[src/rtl/aes_inv_round_engine.sv]
// aes_inv_round_engine: iterative AES inverse cipher, byte-serial InvSubBytes via an external S-box port.
// Optional abort input is compiled in when AES_INV_ABORT_EN is defined.
module aes_inv_round_engine #(
   parameter int NR = 10
) (
   input  logic         clk,
   input  logic         rst_n,
`ifdef AES_INV_ABORT_EN
   input  logic         abort,
`endif
   input  logic         in_valid,
   output logic         in_ready,
   input  logic [127:0] in_data,
   output logic [3:0]   rk_idx,
   input  logic [127:0] rk_data,
   output logic [7:0]   sbox_in,
   input  logic [7:0]   sbox_out,
   output logic         out_valid,
   input  logic         out_ready,
   output logic [127:0] out_data
);
   typedef enum logic [2:0] {IDLE, ISR, ISB, ARK, DONE} fsm_t;
   localparam logic [3:0] NR_L = 4'(NR);
   fsm_t         fsm, fsm_nxt;
   logic [127:0] state, state_nxt, t;
   logic [3:0]   round_cnt, rc_nxt, byte_cnt, bc_nxt;
   logic         kill;

   // GF(2^8) multiply by a 4-bit constant, built from repeated xtime
   function automatic logic [7:0] gm(input logic [7:0] b, input logic [3:0] k);
      logic [7:0] p, x;
      p = '0;
      x = b;
      for (int i = 0; i < 4; i++) begin
         p = k[i] ? p ^ x : p;
         x = {x[6:0], 1'b0} ^ (x[7] ? 8'h1b : 8'h00);
      end
      return p;
   endfunction

   // row r rotates right by r: out[r][c] = in[r][(c-r) mod 4]
   function automatic logic [127:0] inv_shift(input logic [127:0] s);
      logic [127:0] o;
      o = '0;
      for (int c = 0; c < 4; c++)
         for (int r = 0; r < 4; r++)
            o[127-8*(4*c+r) -: 8] = s[127-8*(4*((c-r+4)%4)+r) -: 8];
      return o;
   endfunction

   // each column multiplied by the circulant {0e,0b,0d,09}
   function automatic logic [127:0] inv_mix(input logic [127:0] s);
      logic [127:0] o;
      logic [7:0]   a [4];
      o = '0;
      for (int c = 0; c < 4; c++) begin
         for (int r = 0; r < 4; r++) a[r] = s[127-8*(4*c+r) -: 8];
         for (int r = 0; r < 4; r++)
            o[127-8*(4*c+r) -: 8] = gm(a[r], 4'he) ^ gm(a[(r+1)%4], 4'hb) ^
                                    gm(a[(r+2)%4], 4'hd) ^ gm(a[(r+3)%4], 4'h9);
      end
      return o;
   endfunction

`ifdef AES_INV_ABORT_EN
   assign kill = abort && (fsm != IDLE);
`else
   assign kill = 1'b0;
`endif

   assign t         = state ^ rk_data;
   assign in_ready  = (fsm == IDLE);
   assign out_valid = (fsm == DONE);
   assign out_data  = (fsm == DONE) ? state : '0;
   assign rk_idx    = (fsm == IDLE) ? NR_L : round_cnt;
   assign sbox_in   = (fsm == ISB) ? state[{~byte_cnt, 3'b000} +: 8] : 8'h00;

   // round sequencing: whitening key, then NR x (InvShiftRows, 16 S-box lookups, AddRoundKey/InvMixColumns)
   always_comb begin
      fsm_nxt   = fsm;
      state_nxt = state;
      rc_nxt    = round_cnt;
      bc_nxt    = byte_cnt;
      case (fsm)
         IDLE: if (in_valid) begin
            state_nxt = in_data ^ rk_data;
            rc_nxt    = NR_L - 4'd1;
            fsm_nxt   = ISR;
         end
         ISR: begin
            state_nxt = inv_shift(state);
            bc_nxt    = '0;
            fsm_nxt   = ISB;
         end
         ISB: begin
            state_nxt[{~byte_cnt, 3'b000} +: 8] = sbox_out;
            bc_nxt  = byte_cnt + 4'd1;
            fsm_nxt = (byte_cnt == 4'd15) ? ARK : ISB;
         end
         ARK: begin
            state_nxt = (round_cnt != '0) ? inv_mix(t) : t;
            rc_nxt    = (round_cnt != '0) ? round_cnt - 4'd1 : round_cnt;
            fsm_nxt   = (round_cnt != '0) ? ISR : DONE;
         end
         DONE: fsm_nxt = out_ready ? IDLE : DONE;
         default: fsm_nxt = IDLE;
      endcase
      if (kill) begin
         fsm_nxt   = IDLE;
         state_nxt = '0;
         bc_nxt    = '0;
         rc_nxt    = NR_L;
      end
   end

   // state registers with asynchronous clear
   always_ff @(posedge clk or negedge rst_n)
      if (!rst_n) begin
         fsm       <= IDLE;
         state     <= '0;
         round_cnt <= NR_L;
         byte_cnt  <= '0;
      end else begin
         fsm       <= fsm_nxt;
         state     <= state_nxt;
         round_cnt <= rc_nxt;
         byte_cnt  <= bc_nxt;
      end
endmodule

[config.mk]
export PLATFORM = sky130hd
export DESIGN_NAME = aes_inv_round_engine
export DESIGN_NICKNAME = d
export VERILOG_FILES = /design/src/rtl/aes_inv_round_engine.sv
export SDC_FILE = /design/constraint.sdc
export NUM_CORES = 1
export LEC_CHECK = 0
export CORE_ASPECT_RATIO = 0.8
export CORE_MARGIN = 2
export CORE_UTILIZATION = 36
export CTS_CLUSTER_DIAMETER = 50
export DETAILED_ROUTE_END_ITERATION = 10
export PLACE_DENSITY = 0.67
export SLEW_MARGIN = 20
export SYNTH_ARGS = -nofsm -noshare
export SYNTH_HDL_FRONTEND = slang
export SYNTH_SLANG_ARGS = --single-unit
[constraint.sdc]
create_clock -name clk -period 6.11 [get_ports clk]
set_input_delay 0.9165 -clock clk [delete_from_list [all_inputs] [get_ports clk]]
set_output_delay 0.9165 -clock clk [all_outputs]
set_load 0.03 [all_outputs]
# [Word-level counts from Yosys, hierarchy flattened]
# Cells that the tools add are included.
[totals] reg_bits=139 latchBits=0 mem_bits_rw=0 romBits=0 in_bits=268 output_inout_bits=142 elab_cells=303 mem_count=0
[op_classes] addsub=3 n_mul=0 div=0 magnitude_cmp=0 n_eq_ne=7 shift=3 n_mux=64 bitwise_logic=212 n_reduce_logical=9
[op_table] op="bitwise XOR 8 bit" n=173
[op_table] op="one-hot mux 128 bit (4 select lines)" n=1
[op_table] op="two-way mux 128 bit" n=3
[op_table] op="bitwise XOR 8 x 5 -> 8 bit" n=35
[op_table] op="bitwise XOR 128 bit" n=2
[op_table] op="two-way mux 5 bit" n=48
[op_table] op="bitwise mux 128 bit" n=1
[op_table] op="variable shift 8 x 9 -> 128 bit, first input constant" n=1
[op_table] op="indexed part select 128 x 8 -> 8 bit" n=1
[op_table] op="indexed part select 8 x 9 -> 128 bit" n=1
[op_table] op="one-hot mux 4 bit (2 select lines)" n=2
[op_table] op="one-hot mux 3 bit (5 select lines)" n=1
[op_table] op="two-way mux 4 bit" n=3
[op_table] op="two-way mux 3 bit" n=3
[op_table] op="negator 7 -> 9 bit" n=1
[op_table] op="two-way mux 8 bit" n=1
[op_table] op="nonzero test 4 bit" n=2
[op_table] op="== test 3 x 2 -> 1 bit, second input constant" n=2
[op_table] op="AND reduction 3 bit" n=2
[op_table] op="adder 4 x 1 -> 4 bit, second input constant" n=1
[op_table] op="== test 4 bit, second input constant" n=1
[op_table] op="!= test 2 bit, second input constant" n=2
[op_table] op="inverter 4 bit" n=1
[op_table] op="nonzero test 2 bit" n=2
[op_table] op="other kinds (8)" n=8

# [Logic depth before layout (Yosys ltp)]
# Gate-level depths: netlist (run 1).
[depth] word_depth=13 mapped_depth=12 depth_no_buf=9

# [Worst setup path before layout (run 1)]
# OpenSTA, ideal clock, no wires.
[synth_path] path_kind="reg2out" startpoint="register byte_cnt[0]" endpoint="output port sbox_in[5]" arrival_time_ns=2.411 required_time_ns=5.194 slack_ns=2.782 path_stages_with_launch=6 path_buffers=2 cell_sequence="dfrtp_1 clkbuf_1 buf_1 mux4_2 mux4_2 and2_1"
[synth_between] elab_chain_cells=3
[synth_rtl] element="start, declared" line_no="26" source="logic [3:0] round_cnt, rc_nxt, byte_cnt, bc_nxt;"
[synth_rtl] element="start signal, assigned" line_no="127" source="byte_cnt <= bc_nxt;"
[synth_rtl] element="inverter 4 bit" line_no="76" source="assign sbox_in = (fsm == ISB) ? state[{~byte_cnt, 3'b000} +: 8] : 8'h00;"
[synth_rtl] element="indexed part select 128 x 8 -> 8 bit" line_no="76"
[synth_rtl] element="two-way mux 8 bit" line_no="76"
[synth_rtl] element="end, declared" line_no="16" source="output logic [7:0] sbox_in,"
# No other way between the ends.

# [Worst setup path after layout (run 1)]
[layout_path] startpoint="register byte_cnt[0]" endpoint="output port sbox_in[4]"
# Same word-level chain as after synthesis.

==> impl_metrics.toml, run 1 <==
[outcome]
status = "finished, final reports clean"

[cts]
htree_num_levels = 4
path_clk_slew_ns = 0.08
cts_tree = "built"
clock_path_buffers = 2
clk_latency_ns = 0.49
postCtsHoldBufs = 0
postCtsSetupBuffers = 0
cts_num_sinks = 139
postCtsResizedCells = 0
root_buffer = "clkbuf_16"
cts_inserted_buffers = 17

[synthesis]
yosysWarningCount = 0
synth_top_area_share_pct = 22.78
synth_cell_types = 73
syn_area_sq_mm = 0.02407
yosysSeqAreaShare_pct = 14.46
avgSynthCellArea_sq_um = 9.478
synthArstFlopShare_pct = 100.0
synthCells = 2539
synth.most_common_cell = "xnor2_1"
synth_ff_type = "dfrtp_1"
synth_top_area_cell = "xnor2_1"
yosys-top-cells-count = "xnor2_1, a21oi_1, xor2_1"
synthesis.nets = 2813
ys_seq_elements = 139
synth-edff-count = 0
synth.area.top_cells = "xnor2_1, dfrtp_1, xnor3_1"

[drt]
wl_met2_um = 49980
wirelength_met1_um = 47170
drcViolationCount = 0
viasPerCell = 6.204
vias = 23200
wl_um = 121800
dr.pass1.iters = 8
drt-wirelength-per-cell_um = 32.57
final_antenna_net_count = 0
top_layer_used = "met5"
dr.first_iter.drc_count = 3319
wl_met3_um = 17780

[critical_path]
crit_type = "flop to output pin"
cp-start-kind = "flop"
worst_ep_required_time_ns = 5.19
critPathArrivalTime_ns = 3.75
endpoint_kind = "output pin"
crit_fanout = 30

[timing]
maxSlewViolCount = 0
finClkSkew_ns = 0.01710
period_minus_slack_ns = 4.665
fmax_ghz = 0.2144
grt_setup_unrepaired = "false"
fin_setup_tns_ns = 0
maxSlewHeadroom_pct = 16.48
setup_violations = 0
finalCritPeriodShare_pct = 76.35
finalHoldViolCount = 0
tightestPinTransition_ns = 1.251

[grt]
grt_max_degree = 111
grt_pass1_vias = 22910
antenna_found_initial = 9
grt_pass1_wl_um = 171500
grt-ovfl-total = 0
grt_usage_pct = 34.47

[floorplan]
die_h_um = 235.3
initial_core_util_pct = 36.52
dieWidth_um = 293.1
row_count = 84
die-area_sq_mm = 0.06895
core-area_sq_mm = 0.06590
ios = 410

[placed_design]
io_buffers = 409
gp_congestion = 1.109
dp_hpwl_um = 93800

[finish]
area_delta_synth_final_pct = 23.83
drive_gt1_share_pct = 9.732
final_nets = 3138

[run]
drv_cap = 0

[hold_path]
hp-class = "primary input to async pin"
cell families after synthesis:
| kind of cell | after synthesis | share of synthesized area, % |
|---|---|---|
| adders and majority gates | 6 | 0.3119 |
| muxes | 146 | 8.220 |
| xor gates and xnor gates | 1027 | 49.15 |
| buffers and inverters | 187 | 3.005 |
| AOI/OAI and AO/OA | 604 | 15.68 |
| and+or+nand+nor | 430 | 9.171 |
| DFF | 139 | 14.46 |
metrics by stage:
step | std cells | setup slack (ns) | hold WS (ns) | cell area, sq um | util, %
after floorplan | 2539 | 2.782 | 0.4703 | 24070 | -
after global placement | 3705 | 1.965 | 0.4961 | 29210 | 44.32
after detailed placement | 3705 | 1.992 | 0.5028 | 29210 | 44.32
after CTS | 3737 | 1.519 | 0.4680 | 29800 | 45.22
after global routing | 3737 | 1.386 | 0.4913 | 29800 | 45.22
final | 3739 | 1.445 | 0.4393 | 29800 | 45.22
registers in the layout, summed over array words and instances, names as in the netlist:
signal	cells
byte_cnt	4
fsm	3
round_cnt	4
state	128
layout by cell type (no fill, tap or decap), types with 29 or more instances in the layout:
| cell | Yosys | routed |
|---|---|---|
| a21oi_1 | 224 | 224 |
| and2_1 | 29 | 29 |
| and3_1 | 123 | 123 |
| buf_4 | 0 | 69 |
| clkdlybuf4s50_1 | 0 | 408 |
| dfrtp_1 | 137 | 134 |
| mux2i_1 | 99 | 99 |
| mux4_2 | 38 | 38 |
| nand2_1 | 104 | 103 |
| nor2_1 | 89 | 84 |
| o21ai_0 | 141 | 141 |
| o221ai_1 | 86 | 86 |
| xnor2_1 | 626 | 626 |
| xnor2_2 | 48 | 48 |
| xnor3_1 | 120 | 120 |
| xor2_1 | 179 | 179 |
metal layers:
layer | track usage (%) | vias to the layer above
met5 | 0.2787 | -
li1 | - | 9697
met4 | 16.41 | 16
met2 | 48.82 | 1917
met3 | 13.21 | 393
met1 | 45.74 | 11180
final timing paths:
check / slack, ns / cells past startpoint / endpoint / startpoint
max: 1.45 / 5 / sbox_in[4] / byte_cnt[0]
min: 0.44 / 1 / state[119] / rst_n
max reg2reg: 1.91 / 8 / state[21] / byte_cnt[0]
min reg2reg: 0.52 / 2 / round_cnt[1] / round_cnt[1]
max in group asynchronous: 4.37 / 2 / state[70] / rst_n
min in group clk: 0.52 / 2 / round_cnt[1] / round_cnt[1]
final cells by class:
class / instances / area, sq um
Sequential cell: 139 / 3487
Fill cell: 6335 / 36100
Inverter: 13 / 48.80
Clock buffer: 18 / 439.2
Antenna cell: 2 / 5.005
Clock inverter: 14 / 147.6
Multi-Input combinational cell: 2213 / 19940
Tap cell: 860 / 1076
Timing Repair Buffer: 480 / 4653
worst max-delay path, cell delays in order, from the launching register on:
cell and delay, ns:
dfrtp_2 0.72, buf_4 0.54, mux4_2 0.63, mux4_2 0.48, and2_1 0.24, clkdlybuf4s50_1 0.62
Power of run 1 is not shown: default switching activity piles up to over one toggle a cycle in this logic, so the estimate is an artifact.
==> inputs of run 2 (changes only) <==
Settings changed: PLACE_DENSITY 0.67 to 0.69.
Clock period 6.11 ns to 4.28 ns, I/O delays scaled along.
==> run 2 against run 1 <==
  * Routed wire length up 2.0%
  * Core utilization is 1.3 points higher
  * First-iteration DRC count up 12%
  * Design area up 2.8%
  * Clock skew decreased by 0.0016 ns
  * Critical path type unchanged
  * Highest routed layer unchanged
==> impl_metrics.toml, run 2 (synthesis gave the netlist of run 1 again) <==
[critical_path]
cp-start-kind = "flop"
critPathArrivalTime_ns = 3.47
crit_fanout = 29
reg2regPathDepth = 8
worst_ep_required_time_ns = 3.64
endpoint_kind = "output pin"
reg2reg_slack_ns = 0.58
r2r_start = "byte_cnt[1]"
worstReg2RegEnd = "state[80]"
crit_type = "flop to output pin"
crit_start = "byte_cnt[1]"

[finish]
final_cells = 3848
area_delta_synth_final_pct = 27.32
final_util_pct = 46.50
final_nets = 3242
final_cell_mix = "xnor2_1, clkdlybuf4s50_1, a21oi_1"
drive_gt1_share_pct = 12.92
reg.largest.list = "state x128, byte_cnt x4, round_cnt x4"
top_register = "state"
largest_register_ffs = 128
mostFrequentLayoutCell = "xnor2_1"

[floorplan]
die-area_sq_mm = 0.06895
core-area_sq_mm = 0.06590
initial_core_util_pct = 36.52
dieWidth_um = 293.1
die_h_um = 235.3
ios = 410
row_count = 84

[drt]
wl_um = 124200
viasPerCell = 6.269
drcViolationCount = 0
vias = 24120
dr.pass1.iters = 6
final_antenna_net_count = 0
drt-wirelength-per-cell_um = 32.28
dr.first_iter.drc_count = 3726

[run]
drv_cap = 0

[timing]
period_minus_slack_ns = 4.108
fin_hold_ws_ns = 0.2953
setup_violations = 0
grt_setup_unrepaired = "false"
fin_setup_tns_ns = 0
maxSlewViolCount = 0
fmax_ghz = 0.2434
finalCritPeriodShare_pct = 95.99
finClkSkew_ns = 0.01549
maxSlewHeadroom_pct = 23.34
tightestPinTransition_ns = 1.146
finalHoldViolCount = 0

[grt]
grt_max_degree = 125
grt_pass1_vias = 23190
antenna_found_initial = 8
grt_usage_pct = 34.98
grt_pass1_wl_um = 174000
grt-ovfl-total = 0

[cts]
clk_latency_ns = 0.48
clock_path_buffers = 2
htree_num_levels = 4
path_clk_slew_ns = 0.07
cts_inserted_buffers = 17
postCtsHoldBufs = 0
cts_num_sinks = 139
cts_tree = "built"
postCtsSetupBuffers = 0
root_buffer = "clkbuf_16"
postCtsResizedCells = 0

[hold_path]
hp-class = "primary input to async pin"

[placed_design]
dp.cells = 3809
gp_congestion = 1.095
dp_hpwl_um = 96190
io_buffers = 409

[outcome]
status = "finished, final reports clean"
==> run 2: changes by cell type in the layout (fill, tap and decap cells not counted), sizes merged <==
| cell | change |
|---|---|
| clkinv | -2 |
| clkdlybuf4s50 | -2 |
| buf | +105 |
| clkinvlp | -1 |
| diode | +5 |
| inv | +2 |
| bufinv | -1 |
| clkbuf | +3 |
==> run 2: cell type report <==
type                    count  area, sq um
clock inverters            12        115.1
fillers                  6338        35260
diodes                      7        17.52
flip-flops and latches    139         3487
multi-input cells        2213        19950
inverters                  13        48.80
well taps                 860         1076
repair buffers            584         5494
clock buffers              20        456.7
==> run 2: worst max path at each step <==
stage / slack (ns) / depth (start not counted) / endpoint
2_1_floorplan: 1.08 / 11 / state[3]
3_3_place_gp: 0.49 / 8 / state[33]
3_5_place_dp: 0.47 / 8 / state[40]
4_1_cts: 0.25 / 5 / sbox_in[6]
5_1_grt: 0.13 / 5 / sbox_in[5]
6_report: 0.17 / 5 / sbox_in[5]
==> run 2: through the flow <==
stage / area, sq um / setup slack (ns)
3_3_place_gp: 30050 / 0.4938
5_1_grt: 30630 / 0.1325
3_5_place_dp: 30050 / 0.4651
6_report: 30640 / 0.1717
4_1_cts: 30620 / 0.2547
2_1_floorplan: 24070 / 1.077
==> run 2: worst max-delay path, cell delays in order, from the launching register on <==
cell and delay, ns:
dfrtp_2 0.88, buf_4 0.34, mux4_2 0.42, mux4_2 0.48
and2_1 0.25, clkdlybuf4s50_1 0.62
==> run 2: metal layers <==
metal	up-vias	GRT usage, %	part of all wire, %
met2	2130	48.18	40
met3	468	13.47	15
met1	11620	46.64	39
met4	4	18.96	6.6
li1	9901	-	-
met5	-	0	0.019
Power of run 2 is left out for the same reason.
